**src/rtl/vend_pkg.sv**
```systemverilog
// Shared vending-machine widths and credit/price types used by the
// coin accumulator, the payment check and the vending FSM.
package vend_pkg;

    localparam int PAID_W  = 5;
    localparam int PRICE_W = 4;

    typedef logic [PAID_W-1:0]  credit_t;
    typedef logic [PRICE_W-1:0] price_t;

endpackage

```
**src/rtl/vend_cmp_core.sv**
```systemverilog
// Combinational credit-versus-price comparator producing the
// sufficiency flag and both difference amounts.
module vend_cmp_core
    import vend_pkg::*;
#(
    parameter int PAID_W  = vend_pkg::PAID_W,
    parameter int PRICE_W = vend_pkg::PRICE_W
) (
    input  logic [PAID_W-1:0]  paid,
    input  logic [PRICE_W-1:0] price,
    output logic               ge,
    output logic [PAID_W-1:0]  diff_change,
    output logic [PRICE_W-1:0] diff_short
);

    logic [PAID_W-1:0] price_ext;

    assign price_ext   = PAID_W'(price);
    assign ge          = (paid >= price_ext);
    assign diff_change = paid - price_ext;
    // Only meaningful when price > paid, which bounds paid below 2**PRICE_W.
    assign diff_short  = price - paid[PRICE_W-1:0];

endmodule

```
**src/rtl/ex10_payment_check.sv**
```systemverilog
// Payment check: combinational sufficiency flag plus a strobed,
// registered result carrying change or shortfall for the dispense logic.
module ex10_payment_check
    import vend_pkg::*;
#(
    parameter int PAID_W  = vend_pkg::PAID_W,
    parameter int PRICE_W = vend_pkg::PRICE_W
) (
    input  logic               clk,
    input  logic               rst,
    input  logic [PAID_W-1:0]  paid,
    input  logic [PRICE_W-1:0] price,
    input  logic               cmp_req,
    output logic               is_sufficient,
    output logic               res_valid,
    output logic               res_ok,
    output logic [PAID_W-1:0]  change,
    output logic [PRICE_W-1:0] shortfall
);

    logic               ge;
    logic [PAID_W-1:0]  diff_change;
    logic [PRICE_W-1:0] diff_short;

    vend_cmp_core #(
        .PAID_W  (PAID_W),
        .PRICE_W (PRICE_W)
    ) u_cmp_core (
        .paid        (paid),
        .price       (price),
        .ge          (ge),
        .diff_change (diff_change),
        .diff_short  (diff_short)
    );

    assign is_sufficient = ge;

    // Result registers hold between strobes; only res_valid is a pulse.
    always_ff @(posedge clk) begin
        if (rst) begin
            res_valid <= 1'b0;
            res_ok    <= 1'b0;
            change    <= '0;
            shortfall <= '0;
        end else begin
            res_valid <= cmp_req;
            if (cmp_req) begin
                res_ok    <= ge;
                change    <= ge ? diff_change : '0;
                shortfall <= ge ? '0 : diff_short;
            end
        end
    end

endmodule

```
**config.mk**
```make
export PLATFORM = sky130hd
export DESIGN_NAME = ex10_payment_check
export DESIGN_NICKNAME = d
export VERILOG_FILES = /design/src/rtl/vend_pkg.sv /design/src/rtl/vend_cmp_core.sv /design/src/rtl/ex10_payment_check.sv
export SDC_FILE = /design/constraint.sdc
export NUM_CORES = 1
export LEC_CHECK = 0
export BUFFER_PORTS_ARGS = -buffer_cell sky130_fd_sc_hd__buf_2
export CORE_MARGIN = 1
export CORE_UTILIZATION = 53
export CTS_BUF_LIST = sky130_fd_sc_hd__clkbuf_4 sky130_fd_sc_hd__clkbuf_8 sky130_fd_sc_hd__clkbuf_16
export DETAILED_ROUTE_END_ITERATION = 16
export GPL_TIMING_DRIVEN = 0
export PLACE_DENSITY = 0.82
export SLEW_MARGIN = 5
export SYNTH_ARGS = -nofsm -noshare
export SYNTH_HDL_FRONTEND = slang
export SYNTH_SLANG_ARGS = --single-unit
```
**constraint.sdc**
```tcl
create_clock -name clk -period 2.33 [get_ports clk]
set_input_delay 0.233 -clock clk [delete_from_list [all_inputs] [get_ports clk]]
set_output_delay 0.233 -clock clk [all_outputs]
set_load 0.01 [all_outputs]
```
==> impl_metrics.ini <==
[outcome]
status = complete, no violations

[synth]
syn_inst = 85
ys_ff_latch = 11
synth_edf_count = 0
synth_top_family_by_area = compound AO/OA/AOI/OAI gates
syn_nets = 106
synthTopCellsByArea = dfxtp_1, ha_1, inv_1
muxShareOfSynthArea = 0
synth_common_cells = inv_1, dfxtp_1, nor2_1
yosys.cell_count.top_type = inv_1
syn_avg_cell_area_um2 = 9.04
synth-compound-area-share = 0.230
yosysWarnings = 0
synth_top_flop_cell = dfxtp_1
yosys.cell_types.count = 24
async_reset_ff_frac = 0
synthesis.area_um2 = 768
synth-xor-area-share = 0.0228
ys_seq_area_frac = 0.287
yosys.area_share.simple = 0.197
synth_top_area_frac = 0.287
yosys.area.top_type = dfxtp_1
synthAdderAreaFrac = 0.166

[route]
antenna_left = 0
vias_per_cell = 5.34
routed_wl_um = 1590
initialDrtViolationCount = 11
dr.pass1.iters = 4
drc = 0
vias = 678
avgRoutedWirePerCell_um = 12.5

[setup_path]
cp.arrival_ns = 1.78
end_kind = output port
critPathKind = in -> out
crit_path_max_fanout = 7
start_kind = input pin
crit_required_ns = 2.10

[timing]
setup-tns-final_ns = 0
slew_headroom = 0.691
setup_viol = 0
rsz0062_at_grt = false
period_share = 0.864
max_freq_mhz = 497
setup_slack_ns = 0.316
drv_slew = 0
tightestPinTransition_ns = 0.460
fin_crit_ns = 2.01
final-hold-violation-count = 0
skew_ns = 0

[clocking]
numClockSinks = 11
cts_resized = 0
tritoncts = done
root_buffer = clkbuf_4
clkSlewWorstSetupHoldPaths_ns = 0.07
clkLatencyLatePin_ns = 0.27
htreeDepth = 1
clockBufferDepth = 2
hold_buffers = 0
cts_made_buffers = 3
postCtsSetupRepairBufs = 0

[power_and_ir_drop]
vdd_ir_drop_max_mv = 0.366
leakage_uw = 0.000450
power.density_nw_per_um2 = 538

[floorplan]
num_rows = 13
ios = 24
initial_core_util = 0.583
core_um2 = 1320
die-height_um = 40.1
die_width_um = 40.1
die-area_um2 = 1610

[placement]
gp_congestion = 0.811
place_hpwl_um = 1230
portBuffers = 23
pre_cts_ws_ns = 0.328

[cells_and_area]
fin_nets = 134
area_growth_pct = 21.3
diodes = 0
drive_gt1_frac = 0.330

[global_route]
grt_max_degree = 11
grt_pass1_wl_um = 2600
grt_remaining_overflow = 0
grt_pass1_vias = 641
antenna_found_initial = 0
grt.total_usage = 0.244

[worst_hold_path]
hold_class = in -> reg

[job]
maxCapViolations = 0
[through the flow]
step | util | area [µm²] | hold WS [ns] | std cells | total power [µW]
after floorplan | - | 768 | 0.414 | 85 | 312
after global placement | 0.685 | 902 | 0.460 | 123 | 352
after detailed placement | 0.685 | 902 | 0.467 | 123 | 358
after CTS | 0.708 | 932 | 0.283 | 127 | 505
after global routing | 0.708 | 932 | 0.298 | 127 | 530
final | 0.708 | 932 | 0.281 | 127 | 502
[cells by family (layout without fill, tap and decap cells)]
group / Yosys count / in the layout
AOI/OAI and AO/OA: 20 / 20
xor gates and xnor gates: 2 / 2
adders and majority gates: 9 / 9
buffers and inverters: 18 / 45
DFF: 11 / 11
and+or+nand+nor: 25 / 25
[path summary, 6_finish.rpt]
check	from	to	slack [ns]	cells past startpoint
setup / recovery	paid[2]	is_sufficient	0.32	9
hold / removal	rst	shortfall[1]$_SDFFE_PP0P_	0.28	3
setup reg to reg	change[1]$_SDFFE_PP0P_	change[1]$_SDFFE_PP0P_	1.40	2
hold reg to reg	change[0]$_SDFFE_PP0P_	change[0]$_SDFFE_PP0P_	0.47	2
[area by class of cell]
cell class,instances,area [µm²]
multi-input combinational,56,473
timing repair buffer,23,115
clock buffer,4,30.0
tap,15,18.8
fill,115,385
buffer,4,22.5
sequential,11,220
inverter,14,52.6
[placed cells by master, fill, tap and decap left out, types with 3 or more instances in the layout]
cell type / count
buf_2: 23
inv_1: 13
dfxtp_1: 11
nor2_1: 8
nand2b_1: 7
ha_1: 7
nand2_1: 4
a21oi_1: 4
o32ai_1: 4
a21o_1: 4
clkbuf_4: 4
clkbuf_1: 3
or3b_2: 3
[per-layer routing]
layer,up-vias,GRT usage,part of all wire
li1,342,-,-
met1,310,0.257,0.42
met2,22,0.448,0.51
met3,4,0.0722,0.054
met4,0,0.0948,0.017
met5,-,0,0
[worst max-delay path: stages]
cell     delay [ns]
buf_2          0.09
inv_1          0.05
ha_1           0.30
buf_6          0.14
a31oi_4        0.16
nor2b_2        0.07
nor4_4         0.42
inv_2          0.14
buf_2          0.17
[sequential cells by signal, summed over array words and instances, names as in the netlist]
register	cells
shortfall	4
res_ok	1
change	5
res_valid	1
[power by group]
| part | internal, µW | leakage (µW) | switching [µW] |
|---|---|---|---|
| clock | 78.2 | 0.0000184 | 70.2 |
| sequential | 201 | 0.0000902 | 5.04 |
| combinational | 65.2 | 0.000341 | 82.8 |
| total | 344 | 0.000450 | 158 |
Power figures use the tool's default switching activity.
